## src/rtl/id_stage.sv

```systemverilog
`timescale 1ns/1ps
`default_nettype none
// ============================================================================
//  Module   : id_stage
//  Purpose  : RV32I decode stage. Holds the IF/ID register, a 32x32 register
//             file and the ID/EX register. Resolves branches/jumps in ID,
//             detects load-use and branch-operand hazards and stalls fetch.
//  Revision : 1.0  initial release
// ============================================================================
module id_stage #(
  parameter int XLEN      = 32,
  parameter int NREG      = 32,
  parameter bit WB_BYPASS = 1'b1
) (
  input  logic            clk,
  input  logic            rst,
  input  logic [XLEN-1:0] if_pc,
  input  logic [31:0]     if_inst,
  input  logic            ex_reg_write,
  input  logic            ex_mem_read,
  input  logic [4:0]      ex_rd,
  input  logic            mem_reg_write,
  input  logic            mem_mem_read,
  input  logic [4:0]      mem_rd,
  input  logic [XLEN-1:0] mem_fwd,
  input  logic            wb_we,
  input  logic [4:0]      wb_rd,
  input  logic [XLEN-1:0] wb_data,
  output logic            pc_write,
  output logic            pc_src,
  output logic [XLEN-1:0] t_addr,
  output logic            idex_valid,
  output logic [XLEN-1:0] idex_pc,
  output logic [31:0]     idex_inst,
  output logic [XLEN-1:0] idex_rs1_data,
  output logic [XLEN-1:0] idex_rs2_data,
  output logic [XLEN-1:0] idex_imm,
  output logic [4:0]      idex_rs1,
  output logic [4:0]      idex_rs2,
  output logic [4:0]      idex_rd
);

  localparam logic [31:0] c_NOP       = 32'h0000_0013;
  localparam logic [6:0]  c_OP_LUI    = 7'b0110111;
  localparam logic [6:0]  c_OP_AUIPC  = 7'b0010111;
  localparam logic [6:0]  c_OP_JAL    = 7'b1101111;
  localparam logic [6:0]  c_OP_JALR   = 7'b1100111;
  localparam logic [6:0]  c_OP_BRANCH = 7'b1100011;
  localparam logic [6:0]  c_OP_LOAD   = 7'b0000011;
  localparam logic [6:0]  c_OP_STORE  = 7'b0100011;
  localparam logic [6:0]  c_OP_IMM    = 7'b0010011;
  localparam logic [6:0]  c_OP_REG    = 7'b0110011;
  localparam logic [6:0]  c_OP_SYSTEM = 7'b1110011;
  localparam logic [XLEN-1:0] c_FOUR  = XLEN'(4);
  localparam logic [XLEN-1:0] c_LSB0  = {{(XLEN-1){1'b1}}, 1'b0};

  // IF/ID register
  logic            r_ifid_valid;
  logic [XLEN-1:0] r_ifid_pc;
  logic [31:0]     r_ifid_inst;

  // register file (entry 0 is never written)
  logic [XLEN-1:0] r_rf [NREG];

  // ID/EX register
  logic            r_idex_valid;
  logic [XLEN-1:0] r_idex_pc;
  logic [31:0]     r_idex_inst;
  logic [XLEN-1:0] r_idex_rs1_data;
  logic [XLEN-1:0] r_idex_rs2_data;
  logic [XLEN-1:0] r_idex_imm;
  logic [4:0]      r_idex_rs1;
  logic [4:0]      r_idex_rs2;
  logic [4:0]      r_idex_rd;

  // decode fields
  logic [6:0]      w_opcode;
  logic [2:0]      w_f3;
  logic [4:0]      w_rs1;
  logic [4:0]      w_rs2;
  logic [4:0]      w_rd;
  logic [XLEN-1:0] w_imm;

  // operands and hazard terms
  logic [XLEN-1:0] w_rs1_rd;
  logic [XLEN-1:0] w_rs2_rd;
  logic [XLEN-1:0] w_cmp1;
  logic [XLEN-1:0] w_cmp2;
  logic [XLEN-1:0] w_jalr_sum;
  logic [XLEN-1:0] w_target;
  logic            w_use_rs1;
  logic            w_use_rs2;
  logic            w_is_ctl;
  logic            w_ex_hit;
  logic            w_mem_hit;
  logic            w_load_use;
  logic            w_br_stall;
  logic            w_stall;
  logic            w_taken;
  logic            w_redirect;
  logic            w_pc_src;
  logic            w_fwd1;
  logic            w_fwd2;

  assign w_opcode = r_ifid_inst[6:0];
  assign w_rd     = r_ifid_inst[11:7];
  assign w_f3     = r_ifid_inst[14:12];
  assign w_rs1    = r_ifid_inst[19:15];
  assign w_rs2    = r_ifid_inst[24:20];

  // immediate selection by instruction format
  always_comb begin
    w_imm = '0;
    case (w_opcode)
      c_OP_LOAD, c_OP_IMM, c_OP_JALR, c_OP_SYSTEM:
        w_imm = {{20{r_ifid_inst[31]}}, r_ifid_inst[31:20]};
      c_OP_STORE:
        w_imm = {{20{r_ifid_inst[31]}}, r_ifid_inst[31:25], r_ifid_inst[11:7]};
      c_OP_BRANCH:
        w_imm = {{19{r_ifid_inst[31]}}, r_ifid_inst[31], r_ifid_inst[7],
                 r_ifid_inst[30:25], r_ifid_inst[11:8], 1'b0};
      c_OP_LUI, c_OP_AUIPC:
        w_imm = {r_ifid_inst[31:12], 12'b0};
      c_OP_JAL:
        w_imm = {{11{r_ifid_inst[31]}}, r_ifid_inst[31], r_ifid_inst[19:12],
                 r_ifid_inst[20], r_ifid_inst[30:21], 1'b0};
      default:
        w_imm = '0;
    endcase
  end

  // register file read ports: x0 reads zero, optional same-cycle WB bypass
  always_comb begin
    w_rs1_rd = r_rf[w_rs1];
    w_rs2_rd = r_rf[w_rs2];
    if (WB_BYPASS && wb_we && (wb_rd == w_rs1)) w_rs1_rd = wb_data;
    if (WB_BYPASS && wb_we && (wb_rd == w_rs2)) w_rs2_rd = wb_data;
    if (w_rs1 == 5'd0) w_rs1_rd = '0;
    if (w_rs2 == 5'd0) w_rs2_rd = '0;
  end

  // which source registers the instruction really consumes
  assign w_use_rs1 = !((w_opcode == c_OP_LUI) || (w_opcode == c_OP_AUIPC) ||
                       (w_opcode == c_OP_JAL));
  assign w_use_rs2 = (w_opcode == c_OP_REG) || (w_opcode == c_OP_STORE) ||
                     (w_opcode == c_OP_BRANCH);
  assign w_is_ctl  = (w_opcode == c_OP_BRANCH) || (w_opcode == c_OP_JALR);

  // producer-register matches against consumed sources; x0 never conflicts
  assign w_ex_hit  = (ex_rd != 5'd0) &&
                     ((w_use_rs1 && (ex_rd == w_rs1)) || (w_use_rs2 && (ex_rd == w_rs2)));
  assign w_mem_hit = (mem_rd != 5'd0) &&
                     ((w_use_rs1 && (mem_rd == w_rs1)) || (w_use_rs2 && (mem_rd == w_rs2)));

  // a load in EX feeding anything, or any EX result / MEM load feeding a
  // branch-side compare, is not yet available in ID
  assign w_load_use = r_ifid_valid && ex_mem_read && w_ex_hit;
  assign w_br_stall = r_ifid_valid && w_is_ctl &&
                      ((ex_reg_write && w_ex_hit) || (mem_mem_read && w_mem_hit));
  assign w_stall    = w_load_use || w_br_stall;

  // MEM-stage ALU results forward into the branch compare and JALR base
  assign w_fwd1 = mem_reg_write && !mem_mem_read && (mem_rd != 5'd0) && (mem_rd == w_rs1);
  assign w_fwd2 = mem_reg_write && !mem_mem_read && (mem_rd != 5'd0) && (mem_rd == w_rs2);
  assign w_cmp1 = w_fwd1 ? mem_fwd : w_rs1_rd;
  assign w_cmp2 = w_fwd2 ? mem_fwd : w_rs2_rd;

  // branch condition evaluation
  always_comb begin
    w_taken = 1'b0;
    case (w_f3)
      3'b000:  w_taken = (w_cmp1 == w_cmp2);
      3'b001:  w_taken = (w_cmp1 != w_cmp2);
      3'b100:  w_taken = ($signed(w_cmp1) <  $signed(w_cmp2));
      3'b101:  w_taken = ($signed(w_cmp1) >= $signed(w_cmp2));
      3'b110:  w_taken = (w_cmp1 <  w_cmp2);
      3'b111:  w_taken = (w_cmp1 >= w_cmp2);
      default: w_taken = 1'b0;
    endcase
  end

  assign w_redirect = (w_opcode == c_OP_BRANCH) ? w_taken :
                      ((w_opcode == c_OP_JAL) || (w_opcode == c_OP_JALR));
  assign w_jalr_sum = w_cmp1 + w_imm;
  assign w_target   = (w_opcode == c_OP_JALR) ? (w_jalr_sum & c_LSB0)
                                              : (r_ifid_pc + w_imm);

  // a stall always wins over a redirect; IF/ID is invalid throughout reset,
  // so pc_write stays 1 and pc_src stays 0 while rst is low
  assign w_pc_src = r_ifid_valid && !w_stall && w_redirect;
  assign pc_src   = w_pc_src;
  assign pc_write = !w_stall;
  assign t_addr   = w_pc_src ? w_target : (r_ifid_pc + c_FOUR);

  // register file write port
  always_ff @(posedge clk or negedge rst) begin
    if (!rst) begin
      for (int i = 0; i < NREG; i++) r_rf[i] <= '0;
    end else if (wb_we && (wb_rd != 5'd0)) begin
      r_rf[wb_rd] <= wb_data;
    end
  end

  // IF/ID register: hold on stall, squash on redirect, otherwise capture fetch
  always_ff @(posedge clk or negedge rst) begin
    if (!rst) begin
      r_ifid_valid <= 1'b0;
      r_ifid_pc    <= '0;
      r_ifid_inst  <= c_NOP;
    end else if (!w_stall) begin
      if (w_pc_src) begin
        r_ifid_valid <= 1'b0;
        r_ifid_pc    <= '0;
        r_ifid_inst  <= c_NOP;
      end else begin
        r_ifid_valid <= 1'b1;
        r_ifid_pc    <= if_pc;
        r_ifid_inst  <= if_inst;
      end
    end
  end

  // ID/EX register: issue the decoded instruction or an all-zero bubble
  always_ff @(posedge clk or negedge rst) begin
    if (!rst) begin
      r_idex_valid    <= 1'b0;
      r_idex_pc       <= '0;
      r_idex_inst     <= '0;
      r_idex_rs1_data <= '0;
      r_idex_rs2_data <= '0;
      r_idex_imm      <= '0;
      r_idex_rs1      <= '0;
      r_idex_rs2      <= '0;
      r_idex_rd       <= '0;
    end else if (r_ifid_valid && !w_stall) begin
      r_idex_valid    <= 1'b1;
      r_idex_pc       <= r_ifid_pc;
      r_idex_inst     <= r_ifid_inst;
      r_idex_rs1_data <= w_rs1_rd;
      r_idex_rs2_data <= w_rs2_rd;
      r_idex_imm      <= w_imm;
      r_idex_rs1      <= w_rs1;
      r_idex_rs2      <= w_rs2;
      r_idex_rd       <= w_rd;
    end else begin
      r_idex_valid    <= 1'b0;
      r_idex_pc       <= '0;
      r_idex_inst     <= '0;
      r_idex_rs1_data <= '0;
      r_idex_rs2_data <= '0;
      r_idex_imm      <= '0;
      r_idex_rs1      <= '0;
      r_idex_rs2      <= '0;
      r_idex_rd       <= '0;
    end
  end

  assign idex_valid    = r_idex_valid;
  assign idex_pc       = r_idex_pc;
  assign idex_inst     = r_idex_inst;
  assign idex_rs1_data = r_idex_rs1_data;
  assign idex_rs2_data = r_idex_rs2_data;
  assign idex_imm      = r_idex_imm;
  assign idex_rs1      = r_idex_rs1;
  assign idex_rs2      = r_idex_rs2;
  assign idex_rd       = r_idex_rd;

endmodule
`default_nettype wire
```

## config.mk

```make
export PLATFORM = sky130hd
export DESIGN_NAME = id_stage
export DESIGN_NICKNAME = d
export VERILOG_FILES = /design/src/rtl/id_stage.sv
export SDC_FILE = /design/constraint.sdc
export NUM_CORES = 2
export LEC_CHECK = 0
export ABC_AREA = 1
export BUFFER_PORTS_ARGS = -buffer_cell sky130_fd_sc_hd__buf_2
export CAP_MARGIN = 20
export CORE_MARGIN = 4
export CORE_UTILIZATION = 45
export DETAILED_ROUTE_END_ITERATION = 12
export GPL_ROUTABILITY_DRIVEN = 0
export PLACE_DENSITY_LB_ADDON = 0.08
export SYNTH_ARGS = -nofsm -noshare
export SYNTH_HDL_FRONTEND = slang
export SYNTH_SLANG_ARGS = --single-unit
```

## constraint.sdc

```tcl
create_clock -name clk -period 4 [get_ports clk]
set_input_delay 0 -clock clk [delete_from_list [all_inputs] [get_ports clk]]
set_output_delay 0 -clock clk [all_outputs]
set_load 0.03 [all_outputs]
```

After elaboration in Yosys (flattened, before gate mapping)
Index checks and enable logic that the tools add are counted.

Logic and storage cells: 156. Bits in registers: 1265.

Magnitude comparators: 8. Bitwise logic cells: 3. Equality and inequality tests: 23. Reduce and logical (&&, ||, !) cells: 43. Add/subtract/negate cells: 3. Mux-type cells: 32.

Operators with widths (number): $bwmux W1024 (1); $mux W32 (20); $bmux W32 S5 (2); $demux W32 S5 (1); $pmux W32 S5 (1); $add A32 B32 Y32 (2); $ge A32 B32 Y1 (2); $lt A32 B32 Y1 (2); $add A32 B3 Y32 const B (1); $eq A32 B32 Y1 (1); $ne A32 B32 Y1 (1); $eq A5 B5 Y1 (6); $eq A7 B7 Y1 const B (4); $logic_and A1 B1 Y1 (22); $eq A7 B6 Y1 const B (3); $ge A6 B6 Y1 const B (3); $not A5 Y6 (3); $mux W5 (3); $reduce_bool A5 Y1 (3); $eq A7 B5 Y1 const B (2); $eq A3 B3 Y1 const B (4); $logic_not A5 Y1 (2); $logic_or A1 B1 Y1 (10); $eq A7 B2 Y1 const B (1); other kinds (8) (12).

Logic depth before layout (Yosys ltp)
Depth in word-level cells: 15. Gate-level depth with buffers: 33. Gate-level depth less buffers: 29.

Least setup slack after synthesis
OpenSTA, ideal clock, no wires.

Kind: reg2out. Start: reg r_ifid_inst[15]. End: out t_addr[26]. Stages on the path, launching flop included: 28. Required time: 4000 ps. Buffers on the path: 4. Slack: -266 ps. Arrival: 4266 ps. Path through: dfrtp_1 > inv_2 > buf_2 > buf_2 > buf_4 > clkbuf_1 > o21ai_0 > nand3_1 > nand3_1 > nand3_1 > nand3_1 > o21ai_0 > nand2_1 > o21ai_0 > inv_1 > fa_1 > nand3b_1 > a31oi_1 > nor2_1 > o21ai_0 > nand3_1 > nand3_1 > nand3_1 > nand2_1 > o21ai_0 > a21oi_1 > nor2_1 > a21oi_1.

Cells in the longest elaborated chain, start to end: 12.

Ends and longest elaborated chain: start: declaration (RTL line 60) `logic [31:0] r_ifid_inst;`; start signal: assignment (RTL line 209) `r_ifid_inst <= c_NOP;`; start signal: assignment (RTL line 214) `r_ifid_inst <= c_NOP;`; start signal: assignment (RTL line 218) `r_ifid_inst <= if_inst;`; $not A5 Y6 (implied by the code), or another cell as far along (RTL line 134) `w_rs1_rd = r_rf[w_rs1];`; $bmux W32 S5, or another cell as far along (RTL line 134); $mux W32 (implied by the code), or another cell as far along (2 in a row) (RTL line 134); $mux W32 or $logic_and A1 B1 Y1 (tied branches) (RTL line 136, 159); $mux W32 or $logic_or A1 B1 Y1 (tied branches) (RTL line 138, 159); $mux W32 or $logic_and A1 B1 Y1 (tied branches) (RTL line 165, 158); $ge A32 B32 Y1, or another cell as far along (RTL line 177) `3'b111: w_taken = (w_cmp1 >= w_cmp2);`; $pmux W1 S6 or $logic_not A1 Y1 (tied branches) (RTL line 171, 190); $mux W1 or $logic_and A1 B1 Y1 (tied branches) (RTL line 182, 190); $logic_and A1 B1 Y1 (RTL line 190) `assign w_pc_src = r_ifid_valid && !w_stall && w_redirect;`; $mux W32 * (RTL line 193) `assign t_addr = w_pc_src ? w_target : (r_ifid_pc + c_FOUR);`; end: declaration (RTL line 31) `output logic [XLEN-1:0] t_addr,`.

Every way passes the cells marked *; elsewhere a longest branch is shown, timed or not. The select of a mux whose other input is x is not followed.

Worst setup path after layout
Start: reg r_ifid_inst[15]. End: out t_addr[19].

Same word-level chain as after synthesis.

==> metrics.md <==
| Metric | Value |
|---|---|
| Status | `complete, but fails checks` |
| Failing checks | `negative setup slack` |
| DR pass1 iterations | `7` |
| Final nets | `10700` |
| CTS Buffer Depth | `3` |
| Die W | `around 400 µm` |
| Setup slack, reg-to-reg | `-0.95 ns` |
| Worst slew pin tran | `roughly 1.3 ns` |
| Initial Util | `0.455` |
| Worst path bufs/invs | `7` |
| CP peak stage delay | `~0.50 ns` |
| Critical path, cell by cell | `buf_12 -> bufbuf_16 -> buf_4 -> o21ai_0 -> nand3_1 -> o2111ai_2 -> nand3_1 -> o211ai_1 -> o21ai_1 -> ha_1 -> nand4_1 -> nor4_4 -> buf_4 -> nand3_4 -> nand4_1 -> o31ai_2 -> nor2_1 -> nand4_1 -> nand2_4 -> clkinv_8 -> clkbuf_16 -> nor2_4 -> a21oi_4 -> buf_4` |
| I/O Buffers | `approximately 360` |
| Worst path required time | `4.00 ns` |
| Post-synthesis cell area | `roughly 70000 µm²` |
| Cell count of the worst reg-to-reg path | `24` |
| Cell Area, Placed | `approximately 82000 µm²` |
| Core Footprint | `153000 µm²` |
| Post-layout power | `around 43 mW` |
| Remaining antenna violation count | `0` |
| Wire length per cell | `26.4 µm` |
| Commonest non-fill, non-tap cell in the layout | `o21ai_0` |
| Root buffer cell | `clkbuf_16` |
| Antenna violations before repair | `28` |
| Final TNS setup | `-106.64 ns` |
| CTS tree | `built` |
| Netlist cell types | `58` |
| Die height | `approximately 400 µm` |
| Cell Pwr Density | `472 nW/µm²` |
| Top FF cell, synth | `dfrtp_1` |
| RSZ-0062 raised after global routing | `yes` |
| Post-synthesis sequential element count | `roughly 1300` |
| Post-synth EDFFs | `0` |
| Reg2reg end | `r_ifid_inst[4]` |
| Setup Viol. Count Final | `between 90 and 100` |
| Max VDD drop | `0.000488 V` |
| Via count | `76700` |
| Most frequent cells in the layout | `o21ai_0 (1903), nand2_1 (1436), dfrtp_1 (1237)` |
| Final hold viol count | `0` |
| CTS Sinks | `1250` |
| Leak | `42.6 nW` |
| Synth warnings | `0` |
| Tmin final | `approximately 5.6 ns` |
| # rows | `roughly 140` |
| CP Capture Type | `output pin` |
| Syn_nets | `around 9600` |
| Maximum clock rate | `0.178 GHz` |
| FF-to-FF Start | `r_ifid_inst[15]` |
| Crit Path Class | `flop to output pin` |
| Final Slew Violations | `0` |
| CP Max Fanout | `15` |
| Slew HR | `0.166` |
| Post-route cell area | `just over 90000 µm²` |
| Residual DRC count | `0` |
| Routed vias/inst | `6.09` |
| Avg Inst Size Synth | `approximately 7.5 µm²` |
| Register area share after synthesis | `0.450` |
| CP arrival | `~5.6 ns` |
| Total track usage | `0.395` |
| Tcrit/Tclk final | `1.40` |
| Tightest Hold Check Type | `input pin to async pin` |
| Share of post-route cells with drive strength above 1 | `0.216` |
| Type of origin of the critical path | `flop` |
| First-pass GRT wire length | `480000 µm` |
| GR Overflow Total | `0` |
| TritonCTS Buffers | `roughly 150` |
| DIE AREA | `around 160000 µm²` |
| P&R area growth vs syn | `32.2%` |
| Slowest CP cell | `dfrtp_4` |
| Pre-CTS WS | `-1.31 ns` |
| Max Cap Viol | `0` |
| Clock-pin slew on the worst setup and hold paths | `~0.06 ns` |
| Largest net degree at the start of global routing | `between 150 and 200` |
| Starting DRT DRC Count | `approximately 11000` |
| Post-route setup slack | `-1.61 ns` |
| Worst-skew pair later-pin latency | `0.81 ns` |
| Clock Skews | `0.0312 ns` |
| Post-DP HPWL | `around 220000 µm` |
| IO Count | `between 300 and 400` |
| H-tree depth | `4` |
| Post-Synthesis Cells | `9311` |
| CP top delay family | `simple AND/OR/NAND/NOR gates` |
| Vias in the first global route | `~71000` |
| Drt total wl | `roughly 330000 µm` |
| Hold_ws | `~0.042 ns` |
| Async set-reset flop share out of synthesis | `1.00` |
-- cell type report --
cell class	count	area, µm²
antenna	23	57.6
clock buffer	208	4230
clock inverter	62	798
fill	13800	60900
inverter	649	2520
multi-input combinational	6564	33900
sequential	1250	31300
tap	2030	2540
timing repair buffer	1806	16400
timing repair inverter	4	61.3
-- worst register-to-register path: stages (launching register included) --
cell and delay [ns]:
dfrtp_4 0.50, buf_12 0.17, bufbuf_16 0.31, buf_4 0.19
o21ai_0 0.19, nand3_1 0.16, o2111ai_2 0.12, nand3_1 0.19
o211ai_1 0.32, o21ai_1 0.20, ha_1 0.32, nand4_1 0.20
nor4_4 0.29, buf_4 0.19, nand3_4 0.09, nand4_1 0.13
o31ai_2 0.09, nor2_1 0.09, nand4_1 0.16, nand2_4 0.26
buf_4 0.20, buf_4 0.17, nand2_1 0.10, nor2_1 0.17
nor2_1 0.07
-- sequential cells by signal (all words and copies together), names as in the netlist --
signal,count
idex_imm,32
idex_inst,20
idex_pc,32
idex_rd,4
idex_rs1,4
idex_rs1_data,32
idex_rs2,4
idex_rs2_data,32
idex_valid,1
r_ifid_inst,32
r_ifid_pc,32
r_ifid_valid,1
r_rf,1024
-- per-layer routing --
metal | track usage | up-vias | routed length [µm]
met5 | 0 | - | 273
met4 | 0.222 | 10 | 22300
met3 | 0.104 | 1125 | 40600
met2 | 0.576 | 4992 | 138000
met1 | 0.533 | 36600 | 130000
li1 | - | 34000 | -
-- synthesized netlist by cell type (all sizes together), types with 6 or more instances --
cell | instances | area (µm²)
xor2 | 42 | 368
a211oi | 13 | 97.6
o22ai | 25 | 156
a31oi | 12 | 75.1
inv | 646 | 2430
clkbuf | 624 | 2340
nand3 | 665 | 3360
nor2 | 623 | 2360
o21a | 10 | 75.1
or2 | 6 | 37.5
ha | 94 | 1180
nor3 | 55 | 329
o31ai | 9 | 67.6
o211ai | 179 | 1340
o221ai | 58 | 508
dfrtp | 1247 | 31200
nor4 | 8 | 83.8
nand2 | 1502 | 5660
nand4 | 24 | 150
o2111ai | 21 | 184
a21oi | 983 | 4920
xnor2 | 14 | 123
buf | 224 | 1120
o21ai | 2188 | 11000
-- stage by stage --
stage | util | instances
6_report | 0.601 | 12600
5_1_grt | 0.601 | 12600
3_5_place_dp | 0.534 | 12000
2_1_floorplan | - | 9311
3_3_place_gp | 0.534 | 12000
4_1_cts | 0.589 | 12500
-- kinds of logic (layout without fill, tap and decap cells) --
| kind of cell | count (synthesis) | after routing | share of synthesized area |
|---|---|---|---|
| buffers and inverters | 1497 | 2729 | 0.0849 |
| AOI/OAI and AO/OA | 3525 | 3525 | 0.268 |
| other | 0 | 23 | 0 |
| and+or+nand+nor | 2887 | 2887 | 0.173 |
| xor gates and xnor gates | 56 | 56 | 0.00706 |
| DFF | 1250 | 1250 | 0.450 |
| adders and majority gates | 96 | 96 | 0.0175 |
-- power breakdown --
group / internal (mW) / switching [mW] / leakage, nW
clock: 8.38 / 5.83 / 2.47
sequential: 14.9 / 1.51 / 15.8
combinational: 5.12 / 7.60 / 24.4
-- repair_timing --
action	in CTS	in global routing
buffers inserted	58	44
setup endpoints to repair	98	98
pin swaps	18	108
gates cloned	20	18
endpoints found under the hold margin	1578	0
hold buffers	147	0
gates resized for setup	276	392
-- worst max path at each step --
stage	end	cells after the start	slack [ns]	start
global route	t_addr[19]	30	-1.76	r_ifid_inst[20]
global placement	r_ifid_inst[15]	27	-1.35	r_ifid_inst[20]
CTS	t_addr[24]	34	-1.43	r_ifid_inst[20]
detailed placement	r_ifid_pc[24]	28	-1.31	r_ifid_inst[20]
floorplan	t_addr[0]	26	-0.12	r_ifid_inst[15]
finish	t_addr[19]	24	-1.61	r_ifid_inst[15]
Power figures use the tool's default switching activity.
